--- config.mk ---
export PLATFORM = sky130hd
export DESIGN_NAME = pc_sequencer_flat
export DESIGN_NICKNAME = d
export VERILOG_FILES = /design/src/rtl/pc_sequencer_pkg.sv /design/src/rtl/pc_sequencer_if.sv /design/src/rtl/pc_sequencer_ras_stack.sv /design/src/rtl/pc_sequencer.sv /design/src/flat_wrapper.sv
export SDC_FILE = /design/constraint.sdc
export NUM_CORES = 1
export LEC_CHECK = 0
export ABC_AREA = 1
export ABC_CLOCK_PERIOD_IN_PS = 7800
export CORE_ASPECT_RATIO = 1.4
export CORE_MARGIN = 3
export CORE_UTILIZATION = 50
export CTS_CLUSTER_DIAMETER = 40
export CTS_CLUSTER_SIZE = 20
export DETAILED_ROUTE_END_ITERATION = 6
export PLACE_DENSITY_LB_ADDON = 0.2
export SYNTH_ARGS = -nofsm -noshare
export SYNTH_HDL_FRONTEND = slang
export SYNTH_SLANG_ARGS = --single-unit
--- constraint.sdc ---
create_clock -name iclk -period 7.8 [get_ports iclk]
set_input_delay 2.34 -clock iclk [delete_from_list [all_inputs] [get_ports iclk]]
set_output_delay 2.34 -clock iclk [all_outputs]
set_load 0.1 [all_outputs]
--- src/rtl/pc_sequencer_pkg.sv ---
// Shared definitions for the IF-stage PC sequencer:
// next-PC select encodings and default reset/exception addresses.
package pc_sequencer_pkg;

    typedef enum logic [2:0] {
        NPC_SEQ     = 3'd0,
        NPC_BRANCH  = 3'd1,
        NPC_JUMP    = 3'd2,
        NPC_JUMPREG = 3'd3,
        NPC_JAL     = 3'd4,
        NPC_JRRA    = 3'd5
    } npcSel_e;

    localparam logic [31:0] RESET_PC_DEF   = 32'h0000_3000;
    localparam logic [31:0] EXC_VECTOR_DEF = 32'h0000_4180;
    localparam int          RAS_DEPTH_DEF  = 4;

endpackage

--- src/rtl/pc_sequencer_if.sv ---
// Bus between the pipeline control (D / M stages) and the
// PC sequencer: redirect inputs in, fetch PC and RAS status out.
interface pc_sequencer_if #(
    parameter int ADDR_W = 32,
    parameter int SEL_W  = 3
);
    logic              istall;
    logic [SEL_W-1:0]  iNPC_sel;
    logic [ADDR_W-1:0] iD_PC;
    logic [31:0]       iinstr;
    logic [ADDR_W-1:0] irs;
    logic              iexc;
    logic              ieret;
    logic [ADDR_W-1:0] iepc;
    logic [ADDR_W-1:0] oPC;
    logic [ADDR_W-1:0] oPC8;
    logic [ADDR_W-1:0] oras_top;
    logic              oras_valid;
    logic              oras_mispred;
    logic              oadel;

    modport master (
        output istall, iNPC_sel, iD_PC, iinstr, irs,
        output iexc, ieret, iepc,
        input  oPC, oPC8, oras_top, oras_valid,
        input  oras_mispred, oadel
    );

    modport slave (
        input  istall, iNPC_sel, iD_PC, iinstr, irs,
        input  iexc, ieret, iepc,
        output oPC, oPC8, oras_top, oras_valid,
        output oras_mispred, oadel
    );

endinterface

--- src/rtl/pc_sequencer_ras_stack.sv ---
// Circular return-address stack: a push when full overwrites
// the oldest entry, a pop when empty is ignored.
module ras_stack #(
    parameter int DEPTH  = 4,
    parameter int ADDR_W = 32
) (
    input  logic              clk,
    input  logic              rstN,
    input  logic              push,
    input  logic              pop,
    input  logic              flush,
    input  logic [ADDR_W-1:0] pushAddr,
    output logic [ADDR_W-1:0] top,
    output logic              valid
);
    localparam int PW = $clog2(DEPTH);
    localparam int CW = PW + 1;

    logic [ADDR_W-1:0] mem [DEPTH];
    logic [PW-1:0]     ptr;
    logic [CW-1:0]     count;

    always_ff @(posedge clk) begin
        if (!rstN) begin
            ptr   <= '0;
            count <= '0;
            for (int i = 0; i < DEPTH; i++) begin
                mem[i] <= '0;
            end
        end else if (flush) begin
            count <= '0;
        end else if (push) begin
            mem[ptr] <= pushAddr;
            ptr      <= ptr + PW'(1);
            if (count != CW'(DEPTH)) begin
                count <= count + CW'(1);
            end
        end else if (pop && count != '0) begin
            ptr   <= ptr - PW'(1);
            count <= count - CW'(1);
        end
    end

    // ptr names the next free slot; the newest entry sits just below it
    assign top   = mem[ptr - PW'(1)];
    assign valid = (count != '0);

endmodule

--- src/rtl/pc_sequencer.sv ---
// IF-stage PC register with prioritised redirect mux
// and a return-address stack for jal / jr $ra.
module pc_sequencer
    import pc_sequencer_pkg::*;
#(
    parameter int                ADDR_W     = 32,
    parameter logic [ADDR_W-1:0] RESET_PC   = ADDR_W'(RESET_PC_DEF),
    parameter logic [ADDR_W-1:0] EXC_VECTOR = ADDR_W'(EXC_VECTOR_DEF),
    parameter int                RAS_DEPTH  = RAS_DEPTH_DEF,
    parameter int                SEL_W      = 3
) (
    input logic            iclk,
    input logic            ireset_n,
    pc_sequencer_if.slave  bus
);
    logic [ADDR_W-1:0] pcQ;
    logic [ADDR_W-1:0] pcNext;
    logic [ADDR_W-1:0] offset;
    logic [ADDR_W-1:0] branchTgt;
    logic [ADDR_W-1:0] jumpTgt;
    logic [ADDR_W-1:0] rasTop;
    logic              adelQ;
    logic              rasValid;
    logic              rasUpdate;
    logic              isBranch;
    logic              isJump;
    logic              isJumpReg;
    logic              isJal;
    logic              isJrra;
    logic [5:0]        unusedOpcode;

    assign unusedOpcode = bus.iinstr[31:26];

    always_comb begin
        isBranch  = 1'b0;
        isJump    = 1'b0;
        isJumpReg = 1'b0;
        isJal     = 1'b0;
        isJrra    = 1'b0;
        case (bus.iNPC_sel)
            SEL_W'(NPC_BRANCH):  isBranch  = 1'b1;
            SEL_W'(NPC_JUMP):    isJump    = 1'b1;
            SEL_W'(NPC_JUMPREG): isJumpReg = 1'b1;
            SEL_W'(NPC_JAL):     isJal     = 1'b1;
            SEL_W'(NPC_JRRA):    isJrra    = 1'b1;
            default: ;
        endcase
    end

    assign offset = {{(ADDR_W-18){bus.iinstr[15]}},
                     bus.iinstr[15:0], 2'b00};
    assign branchTgt = bus.iD_PC + ADDR_W'(4) + offset;
    assign jumpTgt = {bus.iD_PC[ADDR_W-1:28],
                      bus.iinstr[25:0], 2'b00};

    always_comb begin
        pcNext = pcQ + ADDR_W'(4);
        if (bus.iexc) begin
            pcNext = EXC_VECTOR;
        end else if (bus.ieret) begin
            pcNext = bus.iepc;
        end else if (bus.istall) begin
            pcNext = pcQ;
        end else if (isBranch) begin
            pcNext = branchTgt;
        end else if (isJump || isJal) begin
            pcNext = jumpTgt;
        end else if (isJumpReg || isJrra) begin
            pcNext = bus.irs;
        end
    end

    always_ff @(posedge iclk) begin
        if (!ireset_n) begin
            pcQ   <= RESET_PC;
            adelQ <= 1'b0;
        end else begin
            pcQ   <= pcNext;
            adelQ <= (pcNext[1:0] != 2'b00);
        end
    end

    // eret and stall both leave the stack untouched
    assign rasUpdate = !bus.iexc && !bus.ieret && !bus.istall;

    ras_stack #(
        .DEPTH  (RAS_DEPTH),
        .ADDR_W (ADDR_W)
    ) uRas (
        .clk      (iclk),
        .rstN     (ireset_n),
        .push     (rasUpdate && isJal),
        .pop      (rasUpdate && isJrra),
        .flush    (bus.iexc),
        .pushAddr (bus.iD_PC + ADDR_W'(8)),
        .top      (rasTop),
        .valid    (rasValid)
    );

    assign bus.oPC          = pcQ;
    assign bus.oPC8         = bus.iD_PC + ADDR_W'(8);
    assign bus.oras_top     = rasTop;
    assign bus.oras_valid   = rasValid;
    assign bus.oras_mispred = isJrra &&
                              (!rasValid || rasTop != bus.irs);
    assign bus.oadel        = adelQ;

endmodule

--- src/flat_wrapper.sv ---
// flat-port wrapper written by rule: the top's interface ports become plain ports
module pc_sequencer_flat import pc_sequencer_pkg::*;
#(
    parameter int                ADDR_W     = 32,
    parameter logic [ADDR_W-1:0] RESET_PC   = ADDR_W'(RESET_PC_DEF),
    parameter logic [ADDR_W-1:0] EXC_VECTOR = ADDR_W'(EXC_VECTOR_DEF),
    parameter int                RAS_DEPTH  = RAS_DEPTH_DEF,
    parameter int                SEL_W      = 3
)
  (iclk, ireset_n, bus_istall, bus_iNPC_sel, bus_iD_PC, bus_iinstr, bus_irs, bus_iexc, bus_ieret, bus_iepc, bus_oPC, bus_oPC8, bus_oras_top, bus_oras_valid, bus_oras_mispred, bus_oadel);
  pc_sequencer_if #(.ADDR_W(ADDR_W), .SEL_W(SEL_W)) bus_i ();
  input logic iclk;
  input logic ireset_n;
  input wire logic [$bits(bus_i.istall)-1:0] bus_istall;
  input wire logic [$bits(bus_i.iNPC_sel)-1:0] bus_iNPC_sel;
  input wire logic [$bits(bus_i.iD_PC)-1:0] bus_iD_PC;
  input wire logic [$bits(bus_i.iinstr)-1:0] bus_iinstr;
  input wire logic [$bits(bus_i.irs)-1:0] bus_irs;
  input wire logic [$bits(bus_i.iexc)-1:0] bus_iexc;
  input wire logic [$bits(bus_i.ieret)-1:0] bus_ieret;
  input wire logic [$bits(bus_i.iepc)-1:0] bus_iepc;
  output wire logic [$bits(bus_i.oPC)-1:0] bus_oPC;
  output wire logic [$bits(bus_i.oPC8)-1:0] bus_oPC8;
  output wire logic [$bits(bus_i.oras_top)-1:0] bus_oras_top;
  output wire logic [$bits(bus_i.oras_valid)-1:0] bus_oras_valid;
  output wire logic [$bits(bus_i.oras_mispred)-1:0] bus_oras_mispred;
  output wire logic [$bits(bus_i.oadel)-1:0] bus_oadel;
  assign bus_i.istall = bus_istall;
  assign bus_i.iNPC_sel = bus_iNPC_sel;
  assign bus_i.iD_PC = bus_iD_PC;
  assign bus_i.iinstr = bus_iinstr;
  assign bus_i.irs = bus_irs;
  assign bus_i.iexc = bus_iexc;
  assign bus_i.ieret = bus_ieret;
  assign bus_i.iepc = bus_iepc;
  assign bus_oPC = bus_i.oPC;
  assign bus_oPC8 = bus_i.oPC8;
  assign bus_oras_top = bus_i.oras_top;
  assign bus_oras_valid = bus_i.oras_valid;
  assign bus_oras_mispred = bus_i.oras_mispred;
  assign bus_oadel = bus_i.oadel;
  pc_sequencer #(.ADDR_W(ADDR_W), .RESET_PC(RESET_PC), .EXC_VECTOR(EXC_VECTOR), .RAS_DEPTH(RAS_DEPTH), .SEL_W(SEL_W)) u_core (.iclk(iclk), .ireset_n(ireset_n), .bus(bus_i));
endmodule
## Word-level counts from Yosys, hierarchy flattened

Memories as Yosys holds them, arrays and structs flattened.
Cells that the tools add are included.

| word-level totals | value |
|---|---|
| flip-flop bits (word level) | 38 |
| bits in writable memories | 128 |
| input bits | 136 |
| output and inout bits | 99 |
| logic and storage cells | 71 |
| memories | 1 |

Memory list:

| name | words | bits a word | rd ports | clocked after Yosys merged registers in | write ports | line | RTL |
|---|---|---|---|---|---|---|---|
| u_core.uRas.mem | 4 | 32 | 1 | 0 | 4 | pc_sequencer_ras_stack.sv:19 | `logic [ADDR_W-1:0] mem [DEPTH];` |

| cells by class | value |
|---|---|
| $add $sub $neg | 8 |
| eq/ne operators | 10 |
| multiplexer cells | 24 |
| bitwise operators | 2 |
| reductions and logical operators | 20 |

Operators by type and width:

| operator | count |
|---|---|
| $mux 32 | 6 |
| $add 32x3->32 const B | 2 |
| $add 32x32->32 | 1 |
| $add 32x4->32 const B | 1 |
| $ne 32x32->1 | 1 |
| $reduce_or 32->1 | 1 |
| $mux 15 | 1 |
| $mux 1 | 11 |
| $mux 3 | 3 |
| $eq 3x2->1 const B | 2 |
| $eq 3x3->1 const B | 2 |
| $logic_and 1x1->1 | 6 |
| $mux 2 | 3 |
| $logic_not 1->1 | 4 |
| $ne 2x1->1 const B | 2 |
| $reduce_and 2->1 | 2 |
| $reduce_bool 2->1 | 2 |
| $add 3x1->3 const B | 1 |
| $eq 3x1->1 const B | 1 |
| $logic_or 1x1->1 | 3 |
| $ne 3x1->1 const B | 1 |
| $ne 3x3->1 const B | 1 |
| $reduce_bool 3->1 | 1 |
| $sub 3x1->3 const B | 1 |
| 4 further kinds | 5 |

## Longest topological paths before layout

| depth | value |
|---|---|
| depth after elaboration | 10 |
| gate-level depth with buffers | 18 |
| mapped depth without buffers | 18 |

## Modules after synthesis

A second synthesis with hierarchy kept.

| second synthesis, totals | value |
|---|---|
| cell total of the unflattened synthesis | 1794 |
| area total of the unflattened synthesis | 12836.1 sq um |

Modules (own cells, without submodules):

| module | times used | cells each | area each (sq um) |
|---|---|---|---|
| pc_sequencer | 1 | 1255 | 6749.0 |
| ras_stack | 1 | 539 | 6087.1 |

## Least setup slack after synthesis

Ideal clock, no wire load.

| timing path | value |
|---|---|
| path type | input to output |
| from | input bus_iD_PC[3] |
| to | output bus_oPC8[23] |
| arrival time | 4.766 ns |
| required time | 5.460 ns |
| path slack | 0.694 ns |
| stages on the path | 7 |
| buffers on the path | 0 |
| path through | ha_1 nand2_1 nor3_2 nand2_1 inv_2 nand4_1 xnor2_1 |

| on the way | value |
|---|---|
| longest elaborated chain between the ends | 1 |

Ends and longest elaborated chain:

| item | line | RTL |
|---|---|---|
| from (decl) | flat_wrapper.sv:16 | `input wire logic [$bits(bus_i.iD_PC)-1:0] bus_iD_PC;` |
| $add 32x4->32 | pc_sequencer.sv:101 | `assign bus.oPC8 = bus.iD_PC + ADDR_W'(8);` |
| to (decl) | flat_wrapper.sv:23 | `output wire logic [$bits(bus_i.oPC8)-1:0] bus_oPC8;` |

No other way between the ends.

## Worst setup path after layout

| timing path | value |
|---|---|
| from | input bus_iD_PC[4] |
| to | output bus_oPC8[21] |

Same word-level chain as after synthesis.

==> impl_metrics.csv <==
group,metric,value,unit
outcome,status,"complete, no violations",
logic_synthesis,synth_top_family_by_area,"simple AND/OR/NAND/NOR gates",
floorplan,die_y,196.6,um
floorplan,die_w,142.1,um
clocking,clockBufferDepth,2,
timing,timing.final.hold_violations,0,
worst_setup_path,cp_top_family,"simple AND/OR/NAND/NOR gates",
logic_synthesis,synth-simple-area-share,35.92,%
timing,fmax,139.5,MHz
logic_synthesis,yosysWarningCount,0,
clocking,cts_made_buffers,17,
logic_synthesis,yosys.area.top_type,"edfxtp_1",
worst_setup_path,path_max_fanout,5,
route,drt-initial-drc-count,1302,
logic_synthesis,syn_area,0.01297,sq mm
timing,fin_crit_sh,91.89,%
logic_synthesis,synth_edf_count,128,
clocking,htreeDepth,4,
cells_and_area,drive_gt1_share,5.956,%
worst_setup_path,criticalPathCategory,"in -> out",
logic_synthesis,synth_seq_area_share,35.50,%
logic_synthesis,muxShareOfSynthArea,0,%
logic_synthesis,syn_avg_cell_area,6.652,sq um
route,ant_nets,0,
timing,tightest_slew,1.156,ns
worst_setup_path,worstPathRequired,5.46,ns
logic_synthesis,synth_common_cells,"nand2_1 (610), inv_1 (304), nor2_1 (253), nand3_1 (130), edfxtp_1 (128)",
place,routabilityCongestion,0.9952,
route,num_vias,13980,
route,wire_per_inst,20.52,um
logic_synthesis,yosysTopAreaCellShare,29.63,%
timing,fin_crit,7.167,ns
clocking,cts_sinks,166,
floorplan,start_util,50.93,%
global_routing,grt_pass1_wl,75.56,mm
logic_synthesis,synth-adder-area-share,6.000,%
floorplan,dieArea,0.02794,sq mm
clocking,clk_pin_slew,0.07,ns
logic_synthesis,synth.most_common_cell,"nand2_1",
logic_synthesis,synth_cell_type_count,51,
logic_synthesis,ys.flop_type,"edfxtp_1",
worst_setup_path,crit_chain,"clkdlybuf4s50_1 > ha_1 > nand2_1 > nor3_2 > nand2_1 > inv_2 > nand2_2 > nor3_2 > nand3_1 > nand2_1 > inv_1 > buf_12",
place,post-dp-hpwl,40.53,mm
worst_setup_path,cp.buffers_inverters,4,
clocking,cts_hold_buf,0,
timing,final_max_slew_viol_count,0,
global_routing,grt_start_max_net_pins,56,
floorplan,ios,235,
global_routing,grt_pass1_vias,13310,
clocking,cts_resized,0,
clocking,cts_setup_buffers,0,
cells_and_area,synthToLayoutAreaGrowth,25.23,%
global_routing,grt_usage,35.91,%
worst_setup_path,arrival,4.83,ns
route,viasPerCell,5.624,
worst_setup_path,slowest_delay,0.61,ns
logic_synthesis,synth-compound-area-share,9.125,%
timing,finalSetupViolCount,0,
clocking,root_buffer,"clkbuf_16",
place,io_buffers,228,
timing,tns,0,ns
power,ir_worst_vdd,0.0001641,V
route,wl,51.02,mm
logic_synthesis,synth-xor-area-share,2.286,%
power,power_density,164.9,mW/mm^2
logic_synthesis,async_reset_ff_share,0,%
cells_and_area,nets,2350,
global_routing,antenna_found_initial,1,
clocking,cts_tree,"yes",
global_routing,gr-total-overflow,0,
logic_synthesis,netlist_instances,1950,
hold_path,min_path_type,"reg -> reg",
flow_run,maxCapViolations,0,
timing,finClkSkew,0.01160,ns
logic_synthesis,ys_ff_latch,166,
floorplan,rows,69,
timing,slew_headroom,22.83,%
clocking,insertion_delay,0.44,ns
worst_setup_path,slowest_stage,"clkdlybuf4s50_1",
worst_setup_path,rrSetupSlack,4.68,ns
power,p_leak,7.584,nW
route,drc,0,
cells_and_area,fin_util,63.78,%
logic_synthesis,netlist_top_cells_area,"edfxtp_1 (30%), nand2_1 (18%), inv_1 (8.8%)",
worst_setup_path,timing.critical_path.mode_cell,"nand2_1",
timing,rsz0062_at_grt,"false",
floorplan,core_area,0.02547,sq mm
worst_setup_path,cp-end-kind,"primary output",
logic_synthesis,syn_nets,2147,
route,drt-pass1-iter-count,7,
worst_setup_path,crit_path_start_kind,"input port",
-- flip-flops by register name, indices dropped and copies added (netlist names) --
name               count
u_core.bus.oadel       1
u_core.uRas.ptr        2
u_core.uRas.mem      128
u_core.bus.oPC        32
u_core.uRas.count      3
-- where the power goes --
| part | internal, W | total, W | switching [W] | leakage (nW) |
|---|---|---|---|---|
| combinational | 0.000236 | 0.000794 | 0.000558 | 5.64 |
| clock | 0.000465 | 0.000882 | 0.000417 | 0.300 |
| sequential | 0.000980 | 0.00100 | 0.0000219 | 1.64 |
| total | 0.00168 | 0.00268 | 0.000997 | 7.58 |
-- final timing paths --
check	from	endpoint	cells after the start
worst max-delay path	bus_iD_PC[4]	bus_oPC8[21]	12
worst min-delay path	u_core.uRas.count[0]	u_core.uRas.count[0]	1
worst max register to register	u_core.uRas.ptr[1]	u_core.uRas.mem[2][16]	5
worst min register to register	u_core.uRas.count[0]	u_core.uRas.count[0]	1
-- cell families (layout without fill, tap and decap cells) --
group,Yosys count,in the layout
flops,166,166
xor+xnor,33,33
simple gates,1107,1107
fa+ha+maj,61,61
buf+inv,372,588
compound gates,211,211
other cells,0,1
-- metal layers --
layer  vias to the layer above  part of all wire (%)  GRT usage, %
met3                       158                   8.0         4.587
met1                      6399                    36         42.87
met5                         -                     0             0
li1                       6631                     -             -
met2                       793                    49         62.17
met4                         0                   6.4         19.74
-- area by class of cell --
type | instances | area, sq um
sequential | 166 | 4604
fill | 2344 | 9224
clock buffer | 17 | 425.4
multi-input combinational | 1412 | 6939
inverter | 315 | 1182
clock inverter | 15 | 198.9
tap | 319 | 399.1
antenna | 1 | 2.502
timing repair buffer | 241 | 2492
-- layout by cell type, fill, tap and decap left out, drive strengths merged, types with 2 or more instances in the layout --
cell             n
inv            321
ha              59
edfxtp         128
a21oi           86
dfxtp           38
clkdlybuf4s50  198
fa               2
a211oi           4
nand3b           5
o21ai           79
a22o             4
a22oi           11
nor2           263
nor3            42
and2             4
o21bai           3
xnor2            9
nand3          133
a31oi            5
nand2          619
nor4             6
buf             43
o211ai           6
o2111ai          4
clkbuf          17
o22ai            4
or2              9
xor2            24
clkinv           7
nand4           24
o221ai           2
-- metrics by stage --
stage	worst slack, ns	area, sq um	power [W]	hold slack [ns]	cells
3_3_place_gp	0.6871	15620	0.001798	0.4751	2453
3_5_place_dp	0.6627	15620	0.001805	0.4992	2453
4_1_cts	0.6551	16240	0.002670	0.5104	2485
2_1_floorplan	0.6943	12970	0.001518	0.4661	1950
5_1_grt	0.4590	16240	0.002775	0.5530	2486
6_report	0.6329	16240	0.002678	0.5168	2486
Power figures use the tool's default switching activity.
